## config.mk

```make
export PLATFORM = sky130hd
export DESIGN_NAME = m_store_buf
export DESIGN_NICKNAME = d
export VERILOG_FILES = /design/src/rtl/m_store_buf_pkg.sv /design/src/rtl/m_store_buf_sb_match.sv /design/src/rtl/m_store_buf.sv
export SDC_FILE = /design/constraint.sdc
export NUM_CORES = 1
export LEC_CHECK = 0
export CAP_MARGIN = 20
export CELL_PAD_IN_SITES_DETAIL_PLACEMENT = 1
export CELL_PAD_IN_SITES_GLOBAL_PLACEMENT = 1
export CORE_MARGIN = 2
export CORE_UTILIZATION = 40
export CTS_CLUSTER_SIZE = 10
export DETAILED_ROUTE_END_ITERATION = 7
export GPL_TIMING_DRIVEN = 0
export PLACE_DENSITY = 0.75
export REMOVE_ABC_BUFFERS = 1
export SETUP_SLACK_MARGIN = 0.05
export SYNTH_ARGS = -nofsm -noshare
export SYNTH_HDL_FRONTEND = slang
export SYNTH_SLANG_ARGS = --single-unit
```

## constraint.sdc

```tcl
create_clock -name clk -period 6 [get_ports clk]
set_input_delay 0.6 -clock clk [delete_from_list [all_inputs] [get_ports clk]]
set_output_delay 0.6 -clock clk [all_outputs]
set_load 0.005 [all_outputs]
```

## src/rtl/m_store_buf_pkg.sv

```systemverilog
`default_nettype none
// ============================================================================
// Module   : m_store_buf_pkg
// Brief    : Shared pipeline definitions: data-memory width codes and the
//            store-buffer entry record.
// Revision : 1.0 - initial release
// ============================================================================
package m_store_buf_pkg;

    localparam logic [1:0] c_DM_WORD = 2'b00;
    localparam logic [1:0] c_DM_BYTE = 2'b01;
    localparam logic [1:0] c_DM_HALF = 2'b10;

    typedef struct packed {
        logic [31:0] addr;
        logic [31:0] data;
        logic [1:0]  op;
        logic [31:0] pc;
    } sb_entry_t;

endpackage
`default_nettype wire

```

## src/rtl/m_store_buf_sb_match.sv

```systemverilog
`default_nettype none
// ============================================================================
// Module   : sb_match
// Brief    : Word-address compare of a load against every live store-buffer
//            entry; reports a hit and the index of the youngest matching entry.
// Revision : 1.0 - initial release
// ============================================================================
module sb_match #(
    parameter int DEPTH = 4,
    parameter int PW    = $clog2(DEPTH)
) (
    input  logic [PW-1:0]            rd_ptr,
    input  logic [PW:0]              count,
    input  logic [DEPTH-1:0][29:0]   entry_word,
    input  logic [29:0]              query_word,
    input  logic                     query_en,
    output logic                     hit,
    output logic [PW-1:0]            young_idx
);

    logic [PW-1:0] w_idx;

    // Walk entries oldest to youngest so the last hit is the youngest one.
    always_comb begin
        hit       = 1'b0;
        young_idx = '0;
        w_idx     = '0;
        for (int k = 0; k < DEPTH; k++) begin
            w_idx = rd_ptr + PW'(k);
            if (query_en && ((PW+1)'(k) < count) && (entry_word[w_idx] == query_word)) begin
                hit       = 1'b1;
                young_idx = w_idx;
            end
        end
    end

endmodule
`default_nettype wire

```

## src/rtl/m_store_buf.sv

```systemverilog
`default_nettype none
// ============================================================================
// Module   : m_store_buf
// Brief    : M-stage store buffer. Stores are queued and drained to data memory
//            one per cycle; loads get the port when the buffer can wait.
//            Optional store-to-load forwarding when STORE_BUF_FWD_EN is defined.
// Revision : 1.0 - initial release
// ============================================================================
module m_store_buf
    import m_store_buf_pkg::*;
#(
    parameter int DEPTH = 4
) (
    input  logic        clk,
    input  logic        reset,
    input  logic        st_req,
    input  logic        ld_req,
    input  logic [31:0] addr,
    input  logic [31:0] writeData,
    input  logic [1:0]  DM_op,
    input  logic [31:0] PC,
    output logic        stall,
    output logic        dm_we,
    output logic [31:0] dm_addr,
    output logic [31:0] dm_wdata,
    output logic [1:0]  dm_op,
    output logic [31:0] dm_pc,
    output logic        fwd_valid,
    output logic [31:0] fwd_data,
    output logic        sb_empty
);

    localparam int              c_PW         = $clog2(DEPTH);
    localparam logic [c_PW:0]   c_COUNT_FULL = (c_PW+1)'(DEPTH);

    sb_entry_t              r_mem [DEPTH];
    logic [c_PW-1:0]        r_rd_ptr;
    logic [c_PW-1:0]        r_wr_ptr;
    logic [c_PW:0]          r_count;

    logic [DEPTH-1:0][29:0] w_entry_word;
    sb_entry_t              w_head;
    logic                   w_ld;
    logic                   w_hit;
    logic                   w_full;
    logic                   w_drain;
    logic                   w_fwd_valid;
    logic [31:0]            w_fwd_data;
    logic [c_PW-1:0]        w_young;

    for (genvar i = 0; i < DEPTH; i++) begin : g_entry
        assign w_entry_word[i] = r_mem[i].addr[31:2];
    end

    // A store in the same cycle wins: the load is not serviced, so it can
    // neither conflict, forward nor stall.
    assign w_ld   = ld_req & ~st_req;
    assign w_full = (r_count == c_COUNT_FULL);
    assign w_head = r_mem[r_rd_ptr];

    sb_match #(
        .DEPTH      (DEPTH),
        .PW         (c_PW)
    ) u_sb_match (
        .rd_ptr     (r_rd_ptr),
        .count      (r_count),
        .entry_word (w_entry_word),
        .query_word (addr[31:2]),
        .query_en   (w_ld),
        .hit        (w_hit),
        .young_idx  (w_young)
    );

`ifdef STORE_BUF_FWD_EN
    assign w_fwd_valid = w_hit && (DM_op == c_DM_WORD) && (r_mem[w_young].op == c_DM_WORD);
    assign w_fwd_data  = w_fwd_valid ? r_mem[w_young].data : 32'd0;
`else
    logic w_unused_fwd;
    assign w_unused_fwd = ^w_young;
    assign w_fwd_valid  = 1'b0;
    assign w_fwd_data   = 32'd0;
`endif

    assign w_drain = (r_count != '0) && (!ld_req || w_full || w_hit || w_fwd_valid);

    assign stall     = w_ld & w_drain & ~w_fwd_valid;
    assign dm_we     = w_drain;
    assign dm_addr   = w_drain ? w_head.addr : addr;
    assign dm_wdata  = w_drain ? w_head.data : 32'd0;
    assign dm_op     = w_drain ? w_head.op   : DM_op;
    assign dm_pc     = w_drain ? w_head.pc   : PC;
    assign fwd_valid = w_fwd_valid;
    assign fwd_data  = w_fwd_data;
    assign sb_empty  = (r_count == '0);

    always_ff @(posedge clk or posedge reset) begin
        if (reset) begin
            r_rd_ptr <= '0;
            r_wr_ptr <= '0;
            r_count  <= '0;
        end else begin
            if (st_req) begin
                r_wr_ptr <= r_wr_ptr + 1'b1;
            end
            if (w_drain) begin
                r_rd_ptr <= r_rd_ptr + 1'b1;
            end
            // When full, a store always coincides with a drain, so count holds.
            case ({st_req, w_drain})
                2'b10:   r_count <= r_count + 1'b1;
                2'b01:   r_count <= r_count - 1'b1;
                default: r_count <= r_count;
            endcase
        end
    end

    // Payload carries no reset; liveness comes only from the pointers and count.
    always_ff @(posedge clk) begin
        if (st_req) begin
            r_mem[r_wr_ptr] <= '{addr: addr, data: writeData, op: DM_op, pc: PC};
        end
    end

endmodule
`default_nettype wire

```

==> results of run 1 <==
## registers in the layout, indices dropped and copies added, names as in the netlist
signal    flops
r_wr_ptr      2
r_mem       392
r_count       3
r_rd_ptr      2
## repair_timing
item,CTS,global route
gates cloned,1,1
resized for setup,4,4
endpoints found under the setup margin,100,12
buffers inserted,9,11
hold endpoints to repair,0,0
pin swaps,1,2
## worst max path at each step
stage	startpoint	endpoint	slack [ns]
floorplan	r_rd_ptr[0]	r_count[2]	-7.88
global placement	r_count[0]	dm_addr[19]	-18.66
detailed placement	r_rd_ptr[1]	dm_wdata[31]	-0.20
CTS	r_rd_ptr[1]	dm_wdata[11]	0.08
global route	r_rd_ptr[1]	dm_wdata[11]	0.04
finish	r_rd_ptr[1]	dm_wdata[11]	0.1
## layout by cell type (no fill, tap or decap), types with 4 or more instances in the layout
master,n
o221ai_1,5
nand2_1,150
nor3_1,6
mux2_2,9
buf_12,13
o21ai_0,9
ha_1,9
edfxtp_1,392
inv_1,19
a21oi_1,14
clkdlybuf4s50_1,202
nor4_1,7
mux4_2,135
clkbuf_16,48
o22ai_1,12
nor2_1,24
and2_4,4
a32o_1,55
nor3b_1,32
xor2_1,19
a211oi_1,6
buf_4,15
nand4_1,16
nand3_1,21
clkbuf_1,14
a32oi_1,8
a311o_1,56
a221o_1,4
buf_16,19
a22oi_1,8
mux2i_1,139
dfrtp_1,5
conb_1,33
xnor2_1,77
## cells in the mapped netlist (all sizes together), types with 4 or more instances
library cell / n / area [µm²]
nor3b: 32 / 240.2
mux2: 15 / 180.2
o221ai: 5 / 43.79
nor2: 25 / 93.84
a32o: 55 / 550.5
xnor2: 79 / 691.9
mux4: 135 / 3040
mux2i: 141 / 1411
a221o: 4 / 40.04
a221oi: 5 / 62.56
a311o: 56 / 560.5
nor4: 7 / 43.79
ha: 9 / 112.6
nor3: 6 / 30.03
and2: 5 / 31.28
nand2: 151 / 566.8
clkbuf: 73 / 274.0
o21ai: 10 / 50.04
a211oi: 6 / 45.04
nand4: 16 / 100.1
buf: 102 / 700.7
edfxtp: 392 / 11770
dfrtp: 7 / 175.2
a22oi: 8 / 60.06
a32oi: 8 / 70.07
a21oi: 15 / 75.07
nand3: 21 / 105.1
o22ai: 12 / 75.07
inv: 21 / 78.83
xor2: 19 / 166.4
## worst reg2reg max path, cell delays in order (launching register included)
cell and delay, ns:
dfrtp_4 0.55, buf_16 0.30, mux2_2 0.48, a222oi_1 0.51
a31oi_1 0.19, a2111oi_0 0.31, a41oi_1 0.47, o41a_4 0.32
buf_12 0.22, a21boi_4 0.17, buf_12 0.17, nor2_1 0.18
ha_1 0.26, mux2i_1 0.20, nor2_1 0.07, xnor2_1 0.13
## cells by family (layout without fill, tap and decap cells)
family | count (synthesis) | in the layout | synth area share [%]
flops | 399 | 399 | 54.51
mux | 291 | 291 | 21.13
simple gates | 274 | 274 | 5.880
compound gates | 226 | 227 | 9.220
buf+inv | 196 | 343 | 4.807
xor+xnor | 98 | 98 | 3.916
fa+ha+maj | 9 | 9 | 0.5138
other cells | 1 | 34 | 0.01711
## metal layers
metal / track usage, % / part of all wire [%] / vias to the layer above
met1: 29.87 / 42 / 7628
li1: - / - / 6301
met5: 0 / 0.12 / -
met2: 37.04 / 48 / 539
met3: 5.784 / 7.7 / 108
met4: 5.795 / 2.1 / 12
## final cells by class
cell class	count	area, µm²
Clock inverter	7	80.08
Antenna cell	1	2.502
Timing Repair Buffer	253	2995
Multi-Input combinational cell	932	9155
Sequential cell	399	11950
Tap cell	696	870.8
Inverter	21	83.83
Fill cell	5282	27630
Clock buffer	62	1254
## per-stage QoR
| step | power (W) | area (µm²) | worst slack, ns | utilization, % | setup TNS, ns |
|---|---|---|---|---|---|
| floorplan | 0.008550 | 21060 | -7.884 | - | -744.23 |
| global placement | 0.01043 | 23950 | -18.66 | 44.34 | -1947.76 |
| detailed placement | 0.01057 | 24760 | -0.2043 | 45.82 | -1.576 |
| CTS | 0.01337 | 26250 | 0.07720 | 48.59 | 0 |
| global route | 0.01399 | 26390 | 0.03900 | 48.85 | 0 |
| finish | 0.01331 | 26400 | 0.09780 | 48.86 | 0 |
## power by group through the flow
stage	logic [W]	registers (W)	clock network, W
floorplan	0.00424	0.00431	0
global placement	0.00598	0.00446	0
detailed placement	0.00651	0.00407	0
CTS	0.00684	0.00388	0.00264
global route	0.00733	0.00393	0.00273
finish	0.00685	0.00389	0.00258
==> metrics.txt, run 1 <==
Worst Skew=0.04663 ns; Tcrit/Tclk final=98.37%; R2R Path End=r_count[2]; unrepaired setup endpoints after global routing=no; Initial DRC Count=1,317; Async S/R FF share, synth=under 10%; vias in the first global route=15,220; r2r startpoint=r_rd_ptr[1]; worst min path class=input port to asynchronous set/reset pin; clock transition at the registers of the reported paths=0.06 ns; total leakage power=9.019 nW; slowest stage cell, crit path=clkdlybuf4s50_1; CP required=5.40 ns; Peak Freq=169.4 MHz; Seq/Total Area, Yosys=between 50 and 60%; fin nets=around 1,800; PortBufs=202; final setup fails=0; share of layout cells above drive strength 1=16.73%; WS Path Type=flop to output pin; initial antenna violation count=7; WP buf/inv=5; Peak VDD IR=approximately 300 µV; CTS tree=done; Max Buffers Root-to-Sink=3; total track usage=a little under a quarter; first-pass GRT wire length=96,880 µm; routed len/inst=27.45 µm; clk root buf=clkbuf_16; ANT nets after route=0; # IOs=236; Hold Fails Final Rpt=0; max cap viols=0; die area=56,680 µm²; final cell count without fillers=2,371; Sw Pwr=0.004786 W; clock group share of total power=19.4%; HPWL Detailed=slightly above 40,000 µm; Power Density=between 500 and 600 nW/µm²; Post-Syn Instances=1,494; crit path DAT=5.30 ns; minimum clock period=5.902 ns; hold_buf cts=0; die span in y=238.1 µm; Comb power frac=51.4%; Crit path largest cell delay=0.58 ns; vias per std cell=between 6 and 7; synthesized area=21,920 µm²; Worst Reg-to-Reg Cells=15; Area Overhead vs Synth=20.44%; Starting Density=40.57%; Mean Syn Cell Area=14.67 µm²; actual slew at the worst max-slew pin=1.041 ns; Slew HR=30.62%; number of remaining DRC errors=0; outcome=completed; Max H-tree Level=2; CP Depth=13; Placed Instances=~2,300; Sw Share=35.95%; Final Wtd Congestion=0.8892; Crit Path Max Fanout=51; largest net degree at the start of global routing=63; reg2reg setup slack=1.40 ns; Critical Path Sink Type=output pin; GRT overflow=0; Final Max Tran Viols=0; Seq cells post-synth=399; clk_lat worst skew=0.61 ns; part of the power in registers=between 20% and 30%; drt total wl=65,100 µm; number of synthesized flops with an enable pin=392; DR vias=14,590; Num CTS Buffers=48; Die X-Extent=238.1 µm; Setup crit start kind=flop; top_reg_cell synth=edfxtp_1; Core Box Area=54,030 µm²; cells along the critical path=buf_16 -> mux2_2 -> a222oi_1 -> a31oi_1 -> a2111oi_0 -> a41oi_1 -> o41a_4 -> buf_12 -> a21boi_4 -> buf_12 -> buf_16 -> nor3b_1 -> clkdlybuf4s50_1; Hold Slack=0.2449 ns; drt first pass iters=5; FP Rows=85; synth unique cells=68; critical path's top delay family=compound AO/OA/AOI/OAI gates; Yosys warnings=0; Sink Count=399; cell internal pwr=0.008526 W
(Power assumes the default switching activity.)
==> inputs of run 2 (changes only) <==
CORE_UTILIZATION = 52   (was 40)
PLACE_DENSITY = 0.93   (was 0.75)
==> run 2 against run 1 <==
  * Die area decreased by 23%
  * Sequential cell count is the same
  * Non-clock buffer count fell by 1
  * Sequential power about the same
  * Core utilization rose by 14 points
  * First-iteration DRC count rose by 32%
  * Worst setup slack lost 0.0044 ns
  * Largest cell class unchanged
  * Largest power group unchanged
==> metrics.txt, run 2 (synthesis gave the netlist of run 1 again) <==
outcome=completed; die area=43,800 µm² (-23%); Tot Pwr=0.01382 W (+3.8%); Peak VDD IR=351.2 µV (+16%); total track usage=32.02% (+9.5 points); Final Wtd Congestion=0.8688 (-2.3%); Initial DRC Count=1,735 (+32%); largest reg by FF count=r_mem; Max H-tree Level=2 (unchanged); WS Path Type=flop to output pin; # IOs=236 (unchanged); share of layout cells above drive strength 1=16.81% (+0.079 points); critical path's top delay family=buffers and inverters; CP required=5.40 ns (about the same); Peak Freq=169.3 MHz (about the same); Max Buffers Root-to-Sink=3 (unchanged); vias in the first global route=16,310 (+7.2%); WP buf/inv=7 (+2); fin nets=1,763 (-0.17%); first-pass GRT wire length=105,200 µm (+8.6%); largest registers=r_mem: 392 flops, r_count: 3 flops; Setup WS pre-CTS=-0.5373 ns (-0.3330 ns); fin worst setup slack=0.09340 ns (-0.004395 ns); hold_buf cts=0 (unchanged); total leakage power=9.101 nW (+0.91%); Final Max Tran Viols=0 (unchanged); clk root buf=clkbuf_16; drt total wl=70,750 µm (+8.7%); vias per std cell=7.027 (+14%); drt first pass iters=5 (unchanged); number of remaining DRC errors=0 (unchanged); largest net degree at the start of global routing=62 (-1.6%); actual slew at the worst max-slew pin=1.035 ns (-0.005921 ns); setup TNS=0 ns (unchanged); GRT overflow=0 (unchanged); cells along the critical path=buf_16 -> buf_16 -> buf_16 -> mux4_2 -> xnor2_1 -> nand2_1 -> or4_1 -> o41a_4 -> buf_12 -> buf_12 -> buf_12 -> o311ai_2 -> clkdlybuf4s50_1; clk_lat worst skew=0.60 ns (about the same); routed len/inst=31.88 µm (+16%); FP Rows=75 (-12%); initial antenna violation count=5 (-2); Hold Slack=0.2901 ns (+0.04521 ns); slowest stage cell, crit path=clkdlybuf4s50_1; Hold Fails Final Rpt=0 (unchanged); CTS tree=done; DR vias=15,590 (+6.9%); most frequent cells in the layout=edfxtp_1 (392), clkdlybuf4s50_1 (202), nand2_1 (150), mux2i_1 (140), mux4_2 (135); Power Density=524.4 nW/µm² (+4.0%); die span in y=209.3 µm (-12%); Die X-Extent=209.3 µm (-12%); worst min path class=input port to asynchronous set/reset pin; clock transition at the registers of the reported paths=0.06 ns (about the same); Sink Count=399 (unchanged); Area Overhead vs Synth=20.22%; Worst Skew=0.01781 ns (-0.02882 ns); Core Box Area=41,760 µm² (-23%); Tcrit/Tclk final=98.44% (about the same); ANT nets after route=0 (unchanged); Crit Path Max Fanout=38 (-25%); Crit path largest cell delay=0.59 ns (about the same); Critical Path Sink Type=output pin; number of flip-flops in the largest register=392 (unchanged); final setup fails=0 (unchanged); Starting Density=52.48% (+12 points); Setup crit start kind=flop; commonest non-fill, non-tap cell in the layout=edfxtp_1; unrepaired setup endpoints after global routing=yes; HPWL Detailed=41,450 µm (+0.96%); max cap viols=0 (unchanged); minimum clock period=5.907 ns (+0.004396 ns); PortBufs=202 (unchanged); Num CTS Buffers=47 (-2.1%); crit path DAT=5.31 ns (about the same); Slew HR=30.86% (+0.24 points)
## run 2: cell types whose count changed in the layout (fill, tap and decap cells not counted), sizes merged
| cell | delta |
|---|---|
| inv | +1 |
| clkinvlp | -1 |
| buf | -6 |
| o41a | -1 |
| bufbuf | +4 |
| clkbuf | +7 |
| clkinv | -2 |
| bufinv | +2 |
| diode | +1 |
## run 2: worst paths after layout
kind / cells after the start / slack (ns) / start / to
min: 2 / 0.29 / reset / r_wr_ptr[1]
max in group asynchronous: 2 / 5.44 / reset / r_rd_ptr[0]
max: 13 / 0.09 / r_rd_ptr[1] / dm_addr[21]
min reg2reg: 1 / 0.58 / r_wr_ptr[0] / r_wr_ptr[0]
max reg2reg: 15 / 1.34 / r_rd_ptr[0] / r_count[2]
min in group clk: 1 / 0.58 / r_wr_ptr[0] / r_wr_ptr[0]
## run 2: power breakdown
| group | total (W) | leakage [nW] | internal (W) | switching [W] |
|---|---|---|---|---|
| Sequential | 0.00391 | 3.68 | 0.00366 | 0.000252 |
| Clock | 0.00269 | 0.670 | 0.00154 | 0.00114 |
| Combinational | 0.00722 | 4.75 | 0.00351 | 0.00371 |
| Total | 0.0138 | 9.10 | 0.00871 | 0.00510 |
## run 2: routing by layer
| metal | up-vias | part of all wire, % | global-route usage, % |
|---|---|---|---|
| met4 | 6 | 4.2 | 14.46 |
| met5 | - | 0.057 | 0 |
| li1 | 6299 | - | - |
| met1 | 8158 | 37 | 40.61 |
| met3 | 191 | 8.4 | 6.494 |
| met2 | 940 | 50 | 53.57 |
## run 2: timing repair
item | CTS | global route
resized for setup | 7 | 5
endpoints found under the setup margin | 101 | 63
pin swaps | 3 | 3
buffers inserted | 7 | 6
endpoints found under the hold margin | 0 | 0
gates cloned | 5 | 1
## run 2: area by class of cell
class                      instances  area (µm²)
antenna                            2       5.005
clock inverter                     7       118.9
sequential                       399       11950
multi-input combinational        931        9170
clock buffer                      68        1265
inverter                          21       83.83
fill                            3707       15410
timing repair buffer             252        3075
tap                              539       674.4
## run 2: through the flow
step | instances | instance area (µm²) | util [%]
global placement | 2092 | 23760 | 56.89
CTS | 2210 | 26250 | 62.85
floorplan | 1351 | 21060 | -
detailed placement | 2123 | 24570 | 58.83
finish | 2219 | 26350 | 63.09
global route | 2219 | 26350 | 63.09
